**src/rtl/instr_controller.sv**
```systemverilog
// Multi-cycle control FSM for the 10-bit processor: latches an instruction on an
// Exec rising edge and sequences register-file, ALU and bus-select controls.
module instr_controller #(
  parameter int DW = 10,
  parameter int AW = 2
) (
  input  logic          Clkb,
  input  logic          Rstn,
  input  logic          Exec,
  input  logic [DW-1:0] INSTR,
  output logic [AW-1:0] WRA,
  output logic          ENW,
  output logic [AW-1:0] RDA0,
  output logic          ENR0,
  output logic [AW-1:0] RDA1,
  output logic          ENR1,
  output logic          ENA,
  output logic          ENC,
  output logic [1:0]    FN,
  output logic [1:0]    SEL,
  output logic          Busy,
  output logic          Done,
  output logic          Ill
);

  localparam logic [1:0] T0 = 2'd0;
  localparam logic [1:0] T1 = 2'd1;
  localparam logic [1:0] T2 = 2'd2;
  localparam logic [1:0] T3 = 2'd3;

  logic [1:0]    state;
  logic [1:0]    state_nxt;
  logic [DW-1:0] ir;
  logic          exec_q;
  logic          armed;
  logic          start;
  logic [AW-1:0] rx;
  logic [AW-1:0] ry;
  logic [3:0]    op;
  logic          is_alu;

  assign rx     = ir[9:8];
  assign ry     = ir[7:6];
  assign op     = ir[3:0];
  assign is_alu = (op >= 4'd2) && (op <= 4'd5);

  // Exec high across reset release is not an edge; it must be seen low first.
  assign start = Exec & ~exec_q & armed & (state == T0);

  always_ff @(posedge Clkb or negedge Rstn) begin
    if (!Rstn) begin
      state  <= T0;
      ir     <= '0;
      exec_q <= 1'b0;
      armed  <= 1'b0;
    end else begin
      state  <= state_nxt;
      exec_q <= Exec;
      armed  <= armed | ~Exec;
      if (start) ir <= INSTR;
    end
  end

  always_comb begin
    state_nxt = T0;
    case (state)
      T0:      state_nxt = start ? T1 : T0;
      T1:      state_nxt = is_alu ? T2 : T0;
      T2:      state_nxt = T3;
      T3:      state_nxt = T0;
      default: state_nxt = T0;
    endcase
  end

  always_comb begin
    WRA  = '0;
    ENW  = 1'b0;
    RDA0 = '0;
    ENR0 = 1'b0;
    RDA1 = '0;
    ENR1 = 1'b0;
    ENA  = 1'b0;
    ENC  = 1'b0;
    FN   = 2'b00;
    SEL  = 2'b00;
    Done = 1'b0;
    Ill  = 1'b0;
    case (state)
      T1: begin
        if (op == 4'd0) begin
          SEL  = 2'b01;
          ENW  = 1'b1;
          WRA  = rx;
          Done = 1'b1;
        end else if (op == 4'd1) begin
          ENR0 = 1'b1;
          RDA0 = ry;
          SEL  = 2'b10;
          ENW  = 1'b1;
          WRA  = rx;
          Done = 1'b1;
        end else if (is_alu) begin
          ENR0 = 1'b1;
          RDA0 = rx;
          ENA  = 1'b1;
        end else begin
          Ill  = 1'b1;
          Done = 1'b1;
        end
      end
      T2: begin
        ENR1 = 1'b1;
        RDA1 = ry;
        FN   = 2'(op - 4'd2);
        ENC  = 1'b1;
      end
      T3: begin
        SEL  = 2'b11;
        ENW  = 1'b1;
        WRA  = rx;
        Done = 1'b1;
      end
      default: ;
    endcase
  end

  assign Busy = (state != T0);

endmodule
```
**config.mk**
```make
export PLATFORM = sky130hd
export DESIGN_NAME = instr_controller
export DESIGN_NICKNAME = d
export VERILOG_FILES = /design/src/rtl/instr_controller.sv
export SDC_FILE = /design/constraint.sdc
export NUM_CORES = 1
export LEC_CHECK = 0
export BUFFER_PORTS_ARGS = -buffer_cell sky130_fd_sc_hd__buf_2
export CORE_MARGIN = 2
export CORE_UTILIZATION = 35
export DETAILED_ROUTE_END_ITERATION = 8
export GPL_TIMING_DRIVEN = 1
export PLACE_DENSITY = 0.65
export REMOVE_ABC_BUFFERS = 1
export SLEW_MARGIN = 20
export SYNTH_ARGS = -nofsm -noshare
export SYNTH_HDL_FRONTEND = slang
export SYNTH_SLANG_ARGS = --single-unit
```
**constraint.sdc**
```tcl
create_clock -name Clkb -period 1.6 [get_ports Clkb]
set_clock_uncertainty 0.15 [all_clocks]
set_input_delay 0.16 -clock Clkb [delete_from_list [all_inputs] [get_ports Clkb]]
set_output_delay 0.16 -clock Clkb [all_outputs]
set_load 0.01 [all_outputs]
```
==> impl_metrics.tcl, run 1 <==
set metrics [dict create \
    synthDistinctLibCells 26 \
    die-area_um2 2240 \
    violations "setup timing" \
    cts_made_buffers 3 \
    ant_nets 0 \
    rsz0062_at_grt "yes" \
    crit_arrival_ps 1550 \
    io_buffers 28 \
    grt_max_degree 13 \
    synth_area_leaders "dfrtp_1, mux2_4, and2_1, inv_1, nor2_1" \
    dp_hpwl_mm 1.10 \
    synth.top_cell.area_share 0.457 \
    drive_gt1_frac 0.661 \
    hp-class "in -> async" \
    root_buffer "clkbuf_4" \
    period_minus_slack_ps 1860 \
    first_iter_violations 22 \
    end_kind "output port" \
    ir_worst_vdd_mv 1.12 \
    drc 0 \
    fp.dieW_um 47.3 \
    synth-seq-cells 12 \
    syn_area_um2 657 \
    finalHoldViolations 0 \
    clock.fmax_mhz 539 \
    ioPinCount 31 \
    r2r-end "ir[7]$_DFFE_PN0P_" \
    grt-ovfl-total 0 \
    tns_ps -2980 \
    critical-path-max-stage-delay_ps 420 \
    syn-instance-count 59 \
    first_global_vias 643 \
    avgViaCountPerCell 4.84 \
    cts-htree-levels 1 \
    wl_mm 2.18 \
    setup_slack_ps -256 \
    rrSetupSlack_ps -110 \
    synth_top_area_cell "dfrtp_1" \
    gp_congestion 0.818 \
    synth_warnings 0 \
    cts_tree "done" \
    clock_latency_ps 280 \
    maxCapViolCount 0 \
    cpLargestDelayFamily "flip-flops" \
    first_pass_iters 4 \
    antenna_found_initial 0 \
    cts.path.max_buffers 2 \
    reg2reg_depth 4 \
    worstMarginPinSlew_ps 286 \
    reg2reg_from "state[0]$_DFF_PN0_" \
    final-max-slew-violation-count 0 \
    powerDensity_nw_per_um2 1790 \
    syn_area_per_cell_um2 11.1 \
    vias 706 \
    period_share 1.16 \
    crit_chain "nor4b_2 > buf_4 > mux2i_1 > nor2b_1 > buf_2" \
    outcome "finished, violations left" \
    maxSlewHeadroom 0.810 \
    cts_sinks 12 \
    fin_nets 135 \
    grt_usage 0.198 \
    die_h_um 47.3 \
    path_clk_slew_ps 80 \
    path_buf_inv 2 \
    fin_cells 146 \
    core-area_um2 1750 \
    cp_slowest_cell "dfrtp_1" \
    area_growth_pct 101 \
    yosysSeqAreaShare 0.457 \
    setup_viol 25 \
    final_core_util 0.756 \
    required_ps 1290 \
    wire_per_inst_um 14.9 \
    start_util 0.376 \
    grt_first_pass_wirelength_mm 2.97 \
    critPathMaxFanout 3 \
    diodes 0 \
    placed_cells 116 \
    rows 15 \
    power.total_uw 2370 \
    cp-start-kind "register" \
    path_class "reg -> out" \
    p_leak_uw 0.000681 \
]
state kept, by name (all words and copies together) (netlist names), named ones only:
signal and cells:
ir 8, armed 1, state 1, exec_q 1
cell type report:
type	count	area [um^2]
timing repair buffer	62	515
fill	110	427
multi-input combinational	39	415
sequential	12	303
clock buffer	4	36.3
tap	25	31.3
inverter	4	17.5
routing by layer:
layer | track usage | part of all wire
met1 | 0.268 | 0.41
met2 | 0.303 | 0.52
met3 | 0.0385 | 0.059
met4 | 0.0944 | 0.0096
met5 | 0 | 0
synth_stat cells:
library cell	instances
a21oi_1	1
a22o_1	1
and2_1	3
and3_1	1
buf_4	1
buf_6	1
clkbuf_1	2
dfrtp_1	12
inv_1	4
mux2_4	8
mux2i_1	1
nand2_1	2
nand2b_1	2
nor2_1	4
nor2b_1	2
nor3_1	2
nor4_1	1
nor4b_1	1
o21a_1	2
o21ai_0	1
o311a_1	1
o31a_1	1
or2_1	2
or2b_1	1
or3_1	1
xnor2_1	1
stage by stage:
| step | hold WS, ps | setup slack (ps) | cell area, um^2 |
|---|---|---|---|
| floorplan | -286 | -257 | 631 |
| global placement | -100 | -112 | 862 |
| detailed placement | -97.7 | -112 | 862 |
| CTS | 139 | -229 | 1180 |
| global route | 155 | -336 | 1320 |
| finish | 132 | -256 | 1320 |
where the power goes:
group          leakage, uW  internal [uW]  total, uW  switching [uW]
sequential        0.000139            433        579             147
combinational     0.000521            908       1550             637
clock            0.0000210            138        242             104
total             0.000681           1480       2370             887
how the worst max path moves through the flow:
| stage | from | to | slack, ps | cells after the start |
|---|---|---|---|---|
| finish | ir[1]$_DFFE_PN0P_ | RDA0[0] | -260 | 5 |
| global route | ir[1]$_DFFE_PN0P_ | RDA0[0] | -340 | 5 |
| detailed placement | state[0]$_DFF_PN0_ | ir[8]$_DFFE_PN0P_ | -110 | 4 |
| CTS | ir[2]$_DFFE_PN0P_ | RDA0[0] | -230 | 5 |
| global placement | state[0]$_DFF_PN0_ | ir[6]$_DFFE_PN0P_ | -110 | 4 |
| floorplan | state[0]$_DFF_PN0_ | ir[0]$_DFFE_PN0P_ | -260 | 3 |
repair_timing:
item                                    CTS  global route
hold endpoints to repair                 22             0
hold buffers                             10             0
setup buffers                             9             7
endpoints found under the setup margin   21            25
pin swaps                                 4             7
gates resized for setup                  23            19
worst reg2reg max path: stages (launching register included):
cell and delay, ps:
dfrtp_1 400, or2_1 250, or3_4 340, buf_6 150, mux2_4 300
cells by family after synthesis:
logic type      share of synthesized area
flops                               0.457
buf+inv                            0.0629
compound gates                     0.0800
simple gates                        0.189
xor+xnor                           0.0133
mux                                 0.198
cells in the final DEF (no fill, tap or decap), types with 2 or more instances in the layout:
master,count
o21a_1,2
nand2_1,2
nor2_1,2
dfrtp_1,10
inv_1,3
and2_4,3
nor2b_1,2
dlygate4sd3_1,10
or2_1,2
clkbuf_4,3
buf_4,11
dfrtp_2,2
buf_2,22
mux2_4,8
buf_6,18
nor3_4,2
(Power assumes the default switching activity.)
==> run 2, diff against run 1 <==
--- a/config.mk
+++ b/config.mk
@@ -11,7 +11,6 @@
 export DETAILED_ROUTE_END_ITERATION = 8
 export GPL_TIMING_DRIVEN = 1
 export PLACE_DENSITY = 0.65
-export REMOVE_ABC_BUFFERS = 1
 export SLEW_MARGIN = 20
 export SYNTH_ARGS = -nofsm -noshare
 export SYNTH_HDL_FRONTEND = slang
==> run 2 against run 1 <==
  * Via count down 9.3%
  * Critical endpoint unchanged
  * Final cell count down 7.5%
  * Setup slack worse by 55 ps
  * Power down 18%
  * The run still ends with setup timing left
  * Register-to-register slack about the same
  * Worst hold slack better by 10 ps
  * Largest power group unchanged
  * Routed wire length down 16%
  * Final area down 13%
  * Count of clock-buffer cells in the layout unchanged
==> impl_metrics.tcl, run 2 (synthesis gave the netlist of run 1 again) <==
set metrics [dict create \
    share_seq_of_total_power 0.300 \
    rrSetupSlack_ps -100 \
    final_area_um2 1140 \
    fp.dieW_um 47.3 \
    period_minus_slack_ps 1910 \
    grtUsageMet2 0.273 \
    critPathMaxFanout 7 \
    diodes 0 \
    power.total_uw 1940 \
    wire_per_inst_um 13.6 \
    largest_reg_flops 8 \
    avgViaCountPerCell 4.74 \
    use_met3 0.0423 \
    p_int_uw 1210 \
    dp_slack_ps -83.1 \
    ant_nets 0 \
    cts_sinks 12 \
    first_global_vias 645 \
    path_clk_slew_ps 80 \
    clock.fmax_mhz 523 \
    cts-htree-levels 1 \
    wl_mm 1.84 \
    setup_viol 22 \
    fin_cells 135 \
    clock_latency_ps 270 \
    drive_gt1_frac 0.609 \
    violations "setup timing" \
    placed_cell_area_um2 867 \
    worstMarginPinSlew_ps 276 \
    met1_usage 0.255 \
    die-area_um2 2240 \
    area_growth_pct 74.1 \
    setup_slack_ps -311 \
    startpoint "ir[1]$_DFFE_PN0P_" \
    finalHoldViolations 0 \
    reg2reg_depth 4 \
    p_leak_uw 0.000604 \
    end_kind "output port" \
    syn_nets 72 \
    busiest_layer "met2" \
    r2r-end "ir[8]$_DFFE_PN0P_" \
    required_ps 1290 \
    fin_nets 124 \
    rsz0062_at_grt "yes" \
    mostFrequentLayoutCells "buf_2, buf_6, dlygate4sd3_1" \
    die_h_um 47.3 \
    cts_made_buffers 3 \
    regMostFlops "ir" \
    start_util 0.376 \
    combPwrFrac 0.576 \
    dp_hpwl_mm 1.10 \
    io_buffers 28 \
    grt-ovfl-total 0 \
    final-max-slew-violation-count 0 \
    power.net_switching_uw 724 \
    path_class "reg -> out" \
    powerDensity_nw_per_um2 1690 \
    rows 15 \
    first_iter_violations 7 \
    gp_congestion 0.824 \
    critPathCapture "RDA0[0]" \
    maxSlewHeadroom 0.816 \
    period_share 1.19 \
    cts_tree "done" \
    switching_share 0.374 \
    ir_worst_vdd_mv 0.965 \
    antenna_found_initial 0 \
    core-area_um2 1750 \
    vias 640 \
    root_buffer "clkbuf_4" \
    cts.path.max_buffers 2 \
    final_core_util 0.655 \
    final_common_cell "buf_2" \
    first_pass_iters 3 \
    grt_max_degree 13 \
    cp-start-kind "register" \
    p_clk_frac 0.124 \
    grt_usage 0.190 \
    maxCapViolCount 0 \
    crit_arrival_ps 1600 \
    outcome "finished, violations left" \
    ioPinCount 31 \
    grt_first_pass_wirelength_mm 2.80 \
    hp-class "in -> async" \
    drc 0 \
    placed_cells 116 \
]
run 2: timing repair:
item / in CTS / in global routing
endpoints found under the hold margin: 22 / 0
endpoints found under the setup margin: 22 / 23
hold buffers: 10 / 0
resized for setup: 19 / 9
pin swaps: 1 / 2
buffers inserted: 4 / 2
run 2: worst min path at each step:
stage	cells after the start	end	slack [ps]
2_1_floorplan	0	asynchronous set/reset pin	-290
3_5_place_dp	1	ir[6]$_DFFE_PN0P_	-100
4_1_cts	2	ir[6]$_DFFE_PN0P_	140
6_report	2	ir[6]$_DFFE_PN0P_	140
3_3_place_gp	1	ir[6]$_DFFE_PN0P_	-100
5_1_grt	2	state[0]$_DFF_PN0_	150
run 2: worst max-delay path, stage by stage (launching register included):
cell and delay, ps:
dfrtp_1 410, buf_6 150, a21oi_1 180, o311a_1 260, nor2b_1 170, buf_2 160
run 2: metrics by stage:
| step | hold WS [ps] | TNS [ps] |
|---|---|---|
| global route | 146 | -3460 |
| detailed placement | -98.7 | -549 |
| finish | 143 | -2170 |
| global placement | -102 | -543 |
| CTS | 142 | -1460 |
| floorplan | -286 | -1070 |
run 2: power by group through the flow:
stage	Clock, uW	Combinational, uW	Sequential [uW]
floorplan	0	555	519
global placement	0	825	543
detailed placement	0	837	547
CTS	244	1030	563
global route	261	1200	603
finish	240	1120	581
run 2: cell type report:
class                   count  area, um^2
fillers                   139         602
well taps                  25        31.3
inverters                   4        17.5
multi-input cells          39         368
clock buffers               4        36.3
repair buffers             51         387
flip-flops and latches     12         304
run 2: metal layers:
layer,vias to the layer above,share of wire
met3,7,0.049
met2,25,0.48
met5,-,0
met4,0,0.028
li1,305,-
met1,303,0.44
==> run 3, diff against run 2 <==
==> constraint.sdc (replaced) <==
create_clock -name Clkb -period 1.6 [get_ports Clkb]
set_clock_uncertainty 0.15 [all_clocks]
set_input_delay 0.24 -clock Clkb [delete_from_list [all_inputs] [get_ports Clkb]]
set_output_delay 0.24 -clock Clkb [all_outputs]
set_load 0.01 [all_outputs]
==> run 3 against run 2 <==
  * Routed wire length shrank 0.92%
  * Critical endpoint unchanged
  * Non-clock buffer count shrank 5
  * Global-route usage grew 0.66 points
  * The run still ends with setup timing left
  * Die area is the same
  * Power grew 3.2%
  * Via count shrank 3.6%
  * Combinational power grew 4%
  * Sequential power grew 9.8%
  * Largest cell class is now multi-input gates
==> impl_metrics.tcl, run 3 (synthesis gave the netlist of run 1 again) <==
set metrics [dict create \
    outcome "finished, violations left" \
    violations "setup timing" \
    cpLargestDelayFamily "flip-flops" \
    path_class "reg -> out" \
    root_buffer "clkbuf_4" \
    ant_nets 0 \
    rows 15 \
    area_growth_pct 68.4 \
    whs_path_depth 2 \
    ioPinCount 31 \
    path_clk_slew_ps 70 \
    maxCapViolCount 0 \
    period_minus_slack_ps 1890 \
    power.total_uw 2000 \
    final_common_cell "buf_2" \
    regMostFlops "ir" \
    first_iter_violations 5 \
    first_global_vias 639 \
    first_pass_iters 4 \
    reg2reg_from "state[0]$_DFF_PN0_" \
    cts_made_buffers 3 \
    wl_mm 1.83 \
    min_to "ir[7]$_DFFE_PN0P_" \
    crit_chain "buf_6 > o311a_4 > nor2b_1 > buf_2" \
    grt_first_pass_wirelength_mm 2.90 \
    cts-htree-levels 1 \
    r2r-end "ir[6]$_DFFE_PN0P_" \
    rsz0062_at_grt "yes" \
    hp-class "in -> reg" \
    worstMarginPinSlew_ps 280 \
    crit_arrival_ps 1500 \
    rrSetupSlack_ps -210 \
    die-area_um2 2240 \
    vias 617 \
    period_share 1.18 \
    required_ps 1210 \
    diodes 0 \
    fin_cells 129 \
    fp.dieW_um 47.3 \
    final-max-slew-violation-count 0 \
    grt_usage 0.197 \
    final_area_um2 1110 \
    start_util 0.376 \
    antenna_found_initial 0 \
    cp_slowest_cell "dfrtp_2" \
    reg2reg_depth 5 \
    hp-start "INSTR[7]" \
    grt-ovfl-total 0 \
    p_leak_uw 0.000589 \
    powerDensity_nw_per_um2 1810 \
    finalHoldViolations 0 \
    cts_tree "done" \
    whs_ps 35.4 \
    critical-path-max-stage-delay_ps 490 \
    drive_gt1_frac 0.683 \
    gp_congestion 0.798 \
    drc 0 \
    largest_reg_flops 8 \
    dp_hpwl_mm 1.11 \
    setup_viol 25 \
    cts.path.max_buffers 2 \
    placed_cell_area_um2 873 \
    setup_slack_ps -289 \
    critPathMaxFanout 6 \
    end_kind "output port" \
    avgViaCountPerCell 4.78 \
    clock_latency_ps 280 \
    placed_cells 116 \
    die_h_um 47.3 \
    cts_sinks 12 \
    path_buf_inv 2 \
    mostFrequentLayoutCells "buf_2, buf_6, dfrtp_1" \
    clock.fmax_mhz 529 \
    io_buffers 28 \
    maxSlewHeadroom 0.813 \
    cp-start-kind "register" \
    ir_worst_vdd_mv 0.956 \
    syn_nets 72 \
    wire_per_inst_um 14.1 \
    core-area_um2 1750 \
    fin_nets 119 \
    grt_max_degree 13 \
    dp_slack_ps -73.7 \
]
[run 3: changes by cell type in the layout (fill, tap and decap cells not counted), moves of 2 or more]
cell,previous run,this run
dlygate4sd3_1,10,2
buf_4,5,8
and2_1,0,2
and2_4,3,1
buf_2,25,23
buf_6,11,13
[run 3: layout make-up]
cell class,count,area (um^2)
Inverter,4,17.5
Clock buffer,3,22.5
Tap cell,25,31.3
Timing Repair Buffer,46,342
Fill cell,155,639
Multi-Input combinational cell,39,389
Sequential cell,12,304
[run 3: power by group]
part	switching, uW	internal (uW)	total (uW)
clock network	101	87.3	188
logic	456	717	1170
registers	203	435	638
[run 3: metrics by stage]
stage | util | TNS, ps
floorplan | - | -1070
global placement | 0.500 | -596
detailed placement | 0.500 | -559
CTS | 0.594 | -2590
global route | 0.634 | -5530
finish | 0.634 | -4000
[run 3: metal layers]
layer | part of all wire | track usage | vias up
met4 | 0.021 | 0.128 | 0
met1 | 0.40 | 0.232 | 301
met2 | 0.53 | 0.324 | 20
li1 | - | - | 292
met3 | 0.049 | 0.0385 | 4
met5 | 0 | 0 | -
[run 3: worst max path at each step]
stage | end | slack, ps | cells after the start | from
6_report | RDA0[0] | -290 | 4 | ir[2]$_DFFE_PN0P_
5_1_grt | RDA0[1] | -380 | 5 | state[0]$_DFF_PN0_
3_5_place_dp | ir[8]$_DFFE_PN0P_ | -70 | 4 | register
3_3_place_gp | ir[6]$_DFFE_PN0P_ | -80 | 4 | register
2_1_floorplan | ir[0]$_DFFE_PN0P_ | -130 | 4 | register
4_1_cts | RDA0[0] | -280 | 4 | ir[2]$_DFFE_PN0P_
[run 3: worst register-to-register path, stage by stage (launching register included)]
cell     delay, ps
dfrtp_1        390
buf_4          130
or2_1          240
or3_4          350
buf_6          150
mux2_4         300
[run 3: what timing repair did]
| item | in CTS | in global routing |
|---|---|---|
| setup endpoints to repair | 25 | 26 |
| pin swaps | 8 | 3 |
| gates cloned | 0 | 0 |
| buffers inserted | 6 | 4 |
| hold buffers | 2 | 0 |
| endpoints found under the hold margin | 14 | 0 |
| gates resized for setup | 21 | 10 |
